$ cat src/rtl/majority_voter_seq.sv
// Registered N-channel, W-bit bitwise majority voter with per-channel consecutive-mismatch fault tracking.
// Latency 1 cycle; no backpressure, a sample is accepted whenever IN_VALID is high.
module majority_voter_seq #(
  parameter int N         = 3,
  parameter int W         = 8,
  parameter int ERR_LIMIT = 4
) (
  input  logic           CLK,
  input  logic           RST_N,
  input  logic           IN_VALID,
  input  logic [N*W-1:0] IN_DATA,
  input  logic           MASK_EN,
  input  logic           CLR_FAULT,
  output logic           OUT_VALID,
  output logic [W-1:0]   OUT_DATA,
  output logic [N-1:0]   MISMATCH,
  output logic [N-1:0]   FAULT,
  output logic           ALL_FAULT
);

  localparam int CW = $clog2(ERR_LIMIT + 1);
  localparam int NW = $clog2(N + 1);

  typedef enum logic [1:0] {ST_OK, ST_SUSPECT, ST_FAULT} state_t;

  state_t        st_q  [N];
  state_t        st_d  [N];
  logic [CW-1:0] cnt_q [N];
  logic [CW-1:0] cnt_d [N];

  logic          out_valid_q, out_valid_d;
  logic [W-1:0]  out_data_q, out_data_d;
  logic [N-1:0]  mismatch_q, mismatch_d;
  logic [N-1:0]  fault_q, fault_d;

  logic [W-1:0]  voted;
  logic [N-1:0]  active;
  logic [N-1:0]  chan_mm;
  logic [NW-1:0] n_act;
  logic [NW-1:0] n_ones;

  // Ties (even active count, including zero) keep the previous output bit.
  always_comb begin
    active = MASK_EN ? ~fault_q : '1;
    voted  = out_data_q;
    n_act  = '0;
    n_ones = '0;
    for (int k = 0; k < N; k++) begin
      if (active[k]) n_act = n_act + NW'(1);
    end
    for (int b = 0; b < W; b++) begin
      n_ones = '0;
      for (int k = 0; k < N; k++) begin
        if (active[k] && IN_DATA[k*W+b]) n_ones = n_ones + NW'(1);
      end
      if (n_ones > (n_act - n_ones))      voted[b] = 1'b1;
      else if (n_ones < (n_act - n_ones)) voted[b] = 1'b0;
      else                                voted[b] = out_data_q[b];
    end
    for (int k = 0; k < N; k++) begin
      chan_mm[k] = (IN_DATA[k*W +: W] != voted);
    end
  end

  always_comb begin
    out_valid_d = IN_VALID;
    out_data_d  = IN_VALID ? voted   : out_data_q;
    mismatch_d  = IN_VALID ? chan_mm : mismatch_q;
    fault_d     = '0;
    for (int k = 0; k < N; k++) begin
      st_d[k]  = st_q[k];
      cnt_d[k] = cnt_q[k];
      if (CLR_FAULT) begin
        st_d[k]  = ST_OK;
        cnt_d[k] = '0;
      end else if (IN_VALID) begin
        case (st_q[k])
          ST_OK: begin
            if (chan_mm[k]) begin
              cnt_d[k] = CW'(1);
              st_d[k]  = (ERR_LIMIT == 1) ? ST_FAULT : ST_SUSPECT;
            end
          end
          ST_SUSPECT: begin
            if (!chan_mm[k]) begin
              st_d[k]  = ST_OK;
              cnt_d[k] = '0;
            end else begin
              cnt_d[k] = cnt_q[k] + CW'(1);
              if ((cnt_q[k] + CW'(1)) == CW'(ERR_LIMIT)) st_d[k] = ST_FAULT;
            end
          end
          default: ;  // FAULT is sticky with a frozen counter
        endcase
      end
      fault_d[k] = (st_d[k] == ST_FAULT);
    end
  end

  always_ff @(posedge CLK) begin
    if (!RST_N) begin
      out_valid_q <= 1'b0;
      out_data_q  <= '0;
      mismatch_q  <= '0;
      fault_q     <= '0;
      for (int k = 0; k < N; k++) begin
        st_q[k]  <= ST_OK;
        cnt_q[k] <= '0;
      end
    end else begin
      out_valid_q <= out_valid_d;
      out_data_q  <= out_data_d;
      mismatch_q  <= mismatch_d;
      fault_q     <= fault_d;
      for (int k = 0; k < N; k++) begin
        st_q[k]  <= st_d[k];
        cnt_q[k] <= cnt_d[k];
      end
    end
  end

  assign OUT_VALID = out_valid_q;
  assign OUT_DATA  = out_data_q;
  assign MISMATCH  = mismatch_q;
  assign FAULT     = fault_q;
  assign ALL_FAULT = &fault_q;

endmodule

$ cat config.mk
export PLATFORM = sky130hd
export DESIGN_NAME = majority_voter_seq
export DESIGN_NICKNAME = d
export VERILOG_FILES = /design/src/rtl/majority_voter_seq.sv
export SDC_FILE = /design/constraint.sdc
export NUM_CORES = 1
export LEC_CHECK = 0
export ABC_AREA = 1
export CAP_MARGIN = 20
export CORE_MARGIN = 2
export CORE_UTILIZATION = 65
export CTS_CLUSTER_DIAMETER = 40
export DETAILED_ROUTE_END_ITERATION = 8
export DONT_BUFFER_PORTS = 1
export PLACE_DENSITY = 0.81
export SLEW_MARGIN = 20
export SYNTH_ARGS = -nofsm -noshare
export SYNTH_HDL_FRONTEND = slang
export SYNTH_SLANG_ARGS = --single-unit
$ cat constraint.sdc
create_clock -name CLK -period 4.9 [get_ports CLK]
set_input_delay 1.47 -clock CLK [delete_from_list [all_inputs] [get_ports CLK]]
set_output_delay 1.47 -clock CLK [all_outputs]
set_load 0.01 [all_outputs]
# Yosys cells after proc, flatten, opt, wreduce, memory -nomap -nowiden
# Memory sizes are Yosys's and may differ from the RTL's.
# Index checks and enable logic that the tools add are counted.
# classes
div_mod_pow,0
mux,85
eq_ne,12
multipliers,0
reduce_logical,28
n_lt_le_gt_ge,16
n_shift,0
add_sub_neg,29
n_bitwise,7
# op_table
op,count
2-bit 2-to-1 mux,36
3-bit 2-to-1 mux,16
"2-bit by 1-bit adder with 2-bit output, second input constant",18
1-bit 2-to-1 mux,27
1-bit logical AND,24
8-bit inequality test,3
3-bit case mux with 2 select lines,3
2-bit > comparator,8
2-bit < comparator,8
2-bit subtractor,8
2-bit case mux with 2 select lines,3
"3-bit by 1-bit adder with 3-bit output, second input constant",3
"3-bit equality test, second input constant",3
"2-bit by 1-bit equality test with 1-bit output, second input constant",3
"2-bit equality test, second input constant",3
2-bit zero test,3
1-bit OR,6
3-bit NOT,1
3-bit AND reduction,1
# word_totals
output_inout_bits,16
regBits,15
n_memories,2
wordCells,183
rom_bits,0
latch_bits,0
ram_bits,15
# mem_list
name,words,width,rd,rd_clocked_by_memory_dff,write_ports,line,rtl
cnt_q,3,3,3,0,3,28,logic [CW-1:0] cnt_q [N];
st_q,3,2,3,0,3,26,state_t st_q [N];

# Depth between registers and ports, before layout
# Gate-level depths: netlist (run 1).
# logic_depth
depth_word,18
mapped_depth,22
depth_no_buf,22

# Least setup slack after synthesis (run 1)
# Ideal clock, no wire load.
# synth_timing
path_kind,in2reg
from,input port MASK_EN
to,memory cnt_q[0][6] in the netlist's numbering
stages,21
slack_ps,977
arrival_ps,3810
required_ps,4787
setup_time_ps,113
cell_sequence,nand2_1 clkinv_1 nor2_1 inv_1 ha_1 o21ai_0 xor2_1 xor2_1 ha_1 nand2_1 nand2_1 nand2_2 nand2_1 nand2_1 nand2_1 nor2_4 nand3_2 nand2_2 nand2_1 nand2_1 nor2_1
# synth_lines
item,line,rtl
"start, declared",12,"input logic MASK_EN,"
"end, declared",28,

==> summary.txt, run 1 <==
Synthesis
  • Synth Area in Simple Gates: 42.21%
  • Cells after Synth: slightly below 500
  • Avg Cell Area, Syn: around 6.2 um2
  • Most area-consuming cells after synthesis: dfxtp_1 (20%), nand2_1 (17%), ha_1 (13%)
  • Compound-Gate Fraction of Synth Area: 8.669%
  • Synthesized Nets: 558
  • Sequential area share after synthesis: just under 20%
  • Mapped Area: 3074 um2
  • Yosys warns: 0
  • Cell variety after synth: 23
  • #FFs+latches synth: 30
  • Largest family of logic cells by synthesized area: simple AND/OR/NAND/NOR gates
  • Synth Area in Adders: between 10% and 20%
  • Synth top area share: between 15 and 20%
  • Mux share of post-synthesis cell area: 0%
  • Area leader, netlist: dfxtp_1
  • Xor-xnor portion of the synthesized cell area: under 10%

Final layout
  • NumNets Final: 558
  • Share of post-route cells with drive strength above 1: roughly 11%
  • Final core utilization: between 60% and 70%
  • # diodes: 0
  • Layout Cells excl Fill: 552
  • Filler Cell Count: about 420
  • Area grow syn2layout: 3.297%

Pwr
  • Net Sw Frac: between 30% and 40%
  • Leakage: between 1.5 and 2 nW
  • Internal power: ~440 uW
  • Peak VDD IR: around 0.00016 V
  • Pwr Density: between 200 and 250 nW/um2
  • P_sw: 237.1 uW
  • Part of the power in the clock network: about a third
  • Comb power frac: ~28%
  • Reg power frac: between 30% and 40%

Timing
  • Fin crit share: 84.96%
  • Fin crit period: 4163 ps
  • Final setup fails: 0
  • Fmax achieved: around 240 MHz
  • Rel. slew slack: between 50% and 60%
  • RSZ-0062 raised after global routing: false
  • Slew Viols, Final: 0
  • Total Neg Setup Slack: 0 ps
  • Final setup skew: about 13 ps
  • Worst-Margin Slew: 618.6 ps
  • Fin. Hold Viols: 0

Global routing
  • Total Routing Usage GR: between 20% and 30%
  • Vias in the first global route: 2,634
  • Largest net degree at the start of global routing: 26
  • Initial antenna violation count: 0
  • Total gr overflow: 0
  • First-pass GRT wire length: 11.18 mm

Routing
  • Remaining antenna violation count: 0
  • Vias: 2,911
  • Drt wl/cell: ~12 um
  • DR iter-0 viols: between 150 and 200
  • Final wirelength: slightly below 7 mm
  • DR vias/cell: about 5.3
  • DRC errors left: 0
  • Pre-antenna DRT Iters: 5

Floorplanning
  • Core Footprint: 4629 um2
  • Die Width: slightly above 70 um
  • Std-Cell Rows: 25
  • Die Area: 5295 um2
  • # IOs: between 40 and 50
  • Chip height: between 70 and 80 um
  • Initial Utilization: 66.41%

Setup path
  • Arrival time worst endpoint: 4370 ps
  • CP Capture Type: register
  • Worst-path fanout max: 9
  • Crit path kind: primary input to register
  • Worst reg2reg setup slack: approximately 1500 ps
  • Startpoint Class: primary input
  • Worst Path Required: approximately 5100 ps

Status
  • Status: complete, no violations

CTS
  • Post-CTS Setup Bufs: 0
  • Clock root buffer: clkbuf_8
  • Total CTS buffers: 5
  • Htree depth: 2
  • Reg clk slew, reported paths: 60 ps
  • Clock Tree Buf Depth: 2
  • CTS resizes: 0
  • Sink Count: 30
  • Hold-fix buffers, CTS: 0
  • Skew-Pair Late Insertion Delay: around 290 ps
  • CTS tree: yes

Placed design
  • Post-detail-place hpwl: ~5.4 mm
  • GPL Wtd Cong: around 0.89
  • IO buf count: 0
  • Cells after DPL: between 500 and 600

Hold path
  • Worst hold path type: register to register

Flow run
  • Max_cap viols: 0
cell type report:
| class | instances | area [um2] | share of cell area (%) |
|---|---|---|---|
| Clock buffer | 7 | 86.33 | 2.719 |
| Clock inverter | 1 | 5.005 | 0.1576 |
| Inverter | 83 | 311.5 | 9.811 |
| Multi-Input combinational cell | 377 | 2105 | 66.27 |
| Sequential cell | 30 | 600.6 | 18.91 |
| Tap cell | 54 | 67.56 | 2.128 |
flip-flops by register name (all words and copies together), names as in the netlist:
register	flops
st_q	6
MISMATCH	3
FAULT	3
OUT_DATA	8
cnt_q	9
OUT_VALID	1
cells in the mapped netlist, drive strengths merged:
master  instances
nand3b          8
nand3          46
ha             32
inv            80
buf             3
o21ai          20
clkinv          3
a21oi          25
dfxtp          30
clkbuf          4
and3            2
nor2           58
nand2         167
xor2           16
o221ai          3
power by group through the flow:
stage	combinational [mW]	sequential (mW)	clock (mW)
6_report	0.192	0.268	0.214
5_1_grt	0.220	0.270	0.229
4_1_cts	0.190	0.268	0.219
3_5_place_dp	0.189	0.274	0
3_3_place_gp	0.183	0.274	0
2_1_floorplan	0.160	0.271	0
placed cells by master, fill, tap and decap left out:
master / count
clkbuf_1: 1
ha_1: 32
nor2_2: 8
and3_1: 2
nor2_1: 45
xor2_1: 16
a21oi_1: 25
dfxtp_1: 30
clkinv_2: 1
nand3b_2: 2
nand3_1: 44
nand2_4: 2
inv_1: 80
o221ai_1: 3
nand2_1: 141
nand2_2: 24
o21ai_0: 16
nor2_4: 5
clkinv_1: 3
o21ai_2: 4
nand3_2: 2
clkbuf_8: 6
nand3b_1: 6
routing by layer:
metal	share of wire (%)	track usage [%]	up-vias
met5	0	0	-
met4	3.1	11.11	0
met3	5.3	5.801	18
met2	49	46.87	62
met1	43	31.89	1283
li1	-	-	1548
logic make-up (layout without fill, tap and decap cells):
group                    Yosys count  in the layout
AO/OA/AOI/OAI                     48             48
flip-flops                        30             30
AND/OR/NAND/NOR                  281            281
buffers and inverters             90             91
adder cells (fa/ha/maj)           32             32
XOR/XNOR                          16             16
critical path, cell delays in order:
cell and delay (ps):
nand2_1 80, clkinv_1 270, nor2_1 260, inv_1 80
ha_1 200, o21ai_0 290, xor2_1 220, xor2_1 180
ha_1 270, nand2_1 80, nand2_1 110, nand2_2 120
nand2_1 50, nand2_1 50, nand2_1 60, nor2_2 160
nand3_1 90, nand2_1 130, nand2_1 60, a21oi_1 130
path summary, 6_finish.rpt:
kind / startpoint / to / cells after the start
hold / removal: cnt_q[0][5] / cnt_q[0][5] / 2
setup / recovery: MASK_EN / cnt_q[0][1] / 20
setup reg to reg: FAULT[0] / cnt_q[0][1] / 20
hold reg to reg: cnt_q[0][5] / cnt_q[0][5] / 2
stage by stage:
stage | instance area [um2] | setup WS (ps) | power, mW | hold WS, ps
6_report | 3176 | 736.9 | 0.6739 | 481.8
5_1_grt | 3176 | 438.8 | 0.7192 | 509.2
3_5_place_dp | 3084 | 469.1 | 0.4627 | 473.1
4_1_cts | 3176 | 760.5 | 0.6772 | 481.4
3_3_place_gp | 3084 | 587.6 | 0.4566 | 472.0
2_1_floorplan | 3074 | 977.1 | 0.4315 | 452.7
(Power assumes the default switching activity.)
==> run 2: changes to the inputs <==
clock period = 3.85 ns   (was 4.9 ns; I/O delays follow)
==> run 2 against run 1 <==
Effect of this change:
- sequential power up 28%
- final cell count up 2.9%
- first-iteration DRC count up 28%
- setup slack worse by 540 ps
- count of clock-buffer cells in the layout down 2
- sequential share of layout area down 0.81 points
- global-route usage up 1.8 points
- critical path type unchanged
- critical endpoint is now FAULT[0]
- largest cell class unchanged
- highest routed layer unchanged
==> summary.txt, run 2 (synthesis results as in run 1) <==
Status
  • Status: complete, no violations

Pwr
  • Net Sw Frac: a little over a third
  • Final Power: between 800 and 900 uW
  • Part of the power in the clock network: 30.0%
  • Peak VDD IR: ~0.00017 V
  • Pwr Density: 259.5 nW/um2
  • Comb power frac: between 30% and 40%
  • Internal power: 545.7 uW
  • Reg power frac: 39.7%
  • P_sw: 315.5 uW
  • Leakage: 1.899 nW

CTS
  • Htree depth: 2
  • Post-CTS Setup Bufs: 0
  • Hold-fix buffers, CTS: 0
  • Clock root buffer: clkbuf_8
  • Reg clk slew, reported paths: roughly 70 ps
  • Total CTS buffers: 5
  • Skew-Pair Late Insertion Delay: between 200 and 300 ps
  • CTS tree: yes
  • Clock Tree Buf Depth: 2
  • CTS resizes: 0
  • Sink Count: 30

Timing
  • Fmax achieved: around 270 MHz
  • Final setup fails: 0
  • Fin crit period: about 3700 ps
  • Worst-Margin Slew: 584.0 ps
  • Fin. Hold Viols: 0
  • Fin crit share: 94.82%
  • Slew Viols, Final: 0
  • Rel. slew slack: approximately 61%
  • Hold_ws: about 480 ps
  • Final setup skew: about 8.5 ps

Setup path
  • Arrival time worst endpoint: 3880 ps
  • CP peak stage delay: ~330 ps
  • Crit path kind: primary input to register
  • Worst-path fanout max: 6
  • Worst Path Required: a little over 4000 ps
  • Delay-heaviest family, CP: simple AND/OR/NAND/NOR gates
  • CP Capture Type: register
  • Worst path buffer plus inverter count: 4
  • Startpoint Class: primary input
  • Most frequent CP cell: nand2_1
  • CP cell instances: nand2_2, clkinvlp_4, nor2_1, inv_1, ha_1, o21ai_2, xor2_1, xor2_1, ha_1, nand2_1, nand2_1, nand2_2, nand2_1, nand2_1, inv_1, nand2_1, nor2_2, nand2_2, o21ai_2, inv_1, nor2_1
  • Max stage delay cell, worst path: ha_1

Global routing
  • Total gr overflow: 0
  • Initial antenna violation count: 0
  • Vias in the first global route: around 2,900
  • Total Routing Usage GR: approximately 29%
  • First-pass GRT wire length: around 12 mm
  • Largest net degree at the start of global routing: 26

Final layout
  • Cell area after layout: between 3000 and 4000 um2
  • Filler Cell Count: 420
  • Share of post-route cells with drive strength above 1: between 10% and 20%
  • Largest register FFs: 9
  • Register area: between 600 and 700 um2
  • Most common cell after layout, fill and taps aside: nand2_1
  • # diodes: 0
  • Area grow syn2layout: 7.936%
  • NumNets Final: between 500 and 600
  • Most frequent cells in the layout: nand2_1 (140), inv_1 (80), nand3_1 (44), nor2_1 (43), ha_1 (32)
  • Multi-input logic area: roughly 2100 um2
  • Layout Cells excl Fill: 568
  • Largest Register: cnt_q

Floorplanning
  • Core Footprint: 4629 um2
  • # IOs: 45
  • Die Area: 5295 um2
  • Die Width: a little over 70 um
  • Std-Cell Rows: 25
  • Initial Utilization: 66.41%
  • Chip height: just over 70 um

Routing
  • Pre-antenna DRT Iters: 5
  • Final wirelength: 7.300 mm
  • DR vias/cell: approximately 5.4
  • Drt wl/cell: between 10 and 15 um
  • DR iter-0 viols: approximately 200
  • DRC errors left: 0
  • Vias: between 3,000 and 4,000
  • Remaining antenna violation count: 0

Hold path
  • Worst hold path type: register to register

Placed design
  • GPL Wtd Cong: ~0.93
  • IO buf count: 0
  • Placed Area: 3204 um2
  • Post-detail-place hpwl: approximately 5.7 mm
  • Cells after DPL: 560

Flow run
  • Max_cap viols: 0
-- run 2: layer usage --
layer,vias to the layer above,wire [um],track usage [%]
met5,-,0,0
met3,23,397,7.182
met4,0,272,12.76
met2,93,3544,51.62
li1,1575,-,-
met1,1371,3085,31.61
-- run 2: worst min-delay path: stages (launching register included) --
cell	delay [ps]
dfxtp_1	320
nand2_1	60
a21oi_1	50
-- run 2: worst paths after layout --
| path | from | end | slack (ps) | cells after the start |
|---|---|---|---|---|
| setup / recovery | MASK_EN | FAULT[0] | 200 | 21 |
| hold / removal | cnt_q[0][8] | cnt_q[0][8] | 480 | 2 |
| setup reg to reg | FAULT[0] | FAULT[0] | 680 | 21 |
| hold reg to reg | cnt_q[0][8] | cnt_q[0][8] | 480 | 2 |
-- run 2: area by class of cell --
cell class | count | share of cell area [%]
timing repair buffer | 16 | 3.620
sequential | 30 | 18.10
multi-input combinational | 377 | 63.99
clock buffer | 5 | 2.074
inverter | 83 | 9.502
timing repair inverter | 1 | 0.2262
clock inverter | 2 | 0.4525
tap | 54 | 2.036
-- run 2: power by group through the flow --
stage                     clock (mW)  combinational (mW)  sequential [mW]
final                          0.258               0.261            0.342
after global routing           0.277               0.298            0.344
after CTS                      0.266               0.254            0.342
after detailed placement           0               0.253            0.349
after global placement             0               0.244            0.349
after floorplan                    0               0.204            0.345
-- run 2: metrics by stage --
step                setup TNS (ps)  util [%]  setup slack [ps]
CTS                              0     71.03             26.74
finish                           0     71.68             199.6
global placement             -1960     69.22            -134.1
detailed placement           -4169     69.22            -264.8
global route                -115.4     71.68            -46.15
floorplan                        0         -             242.1
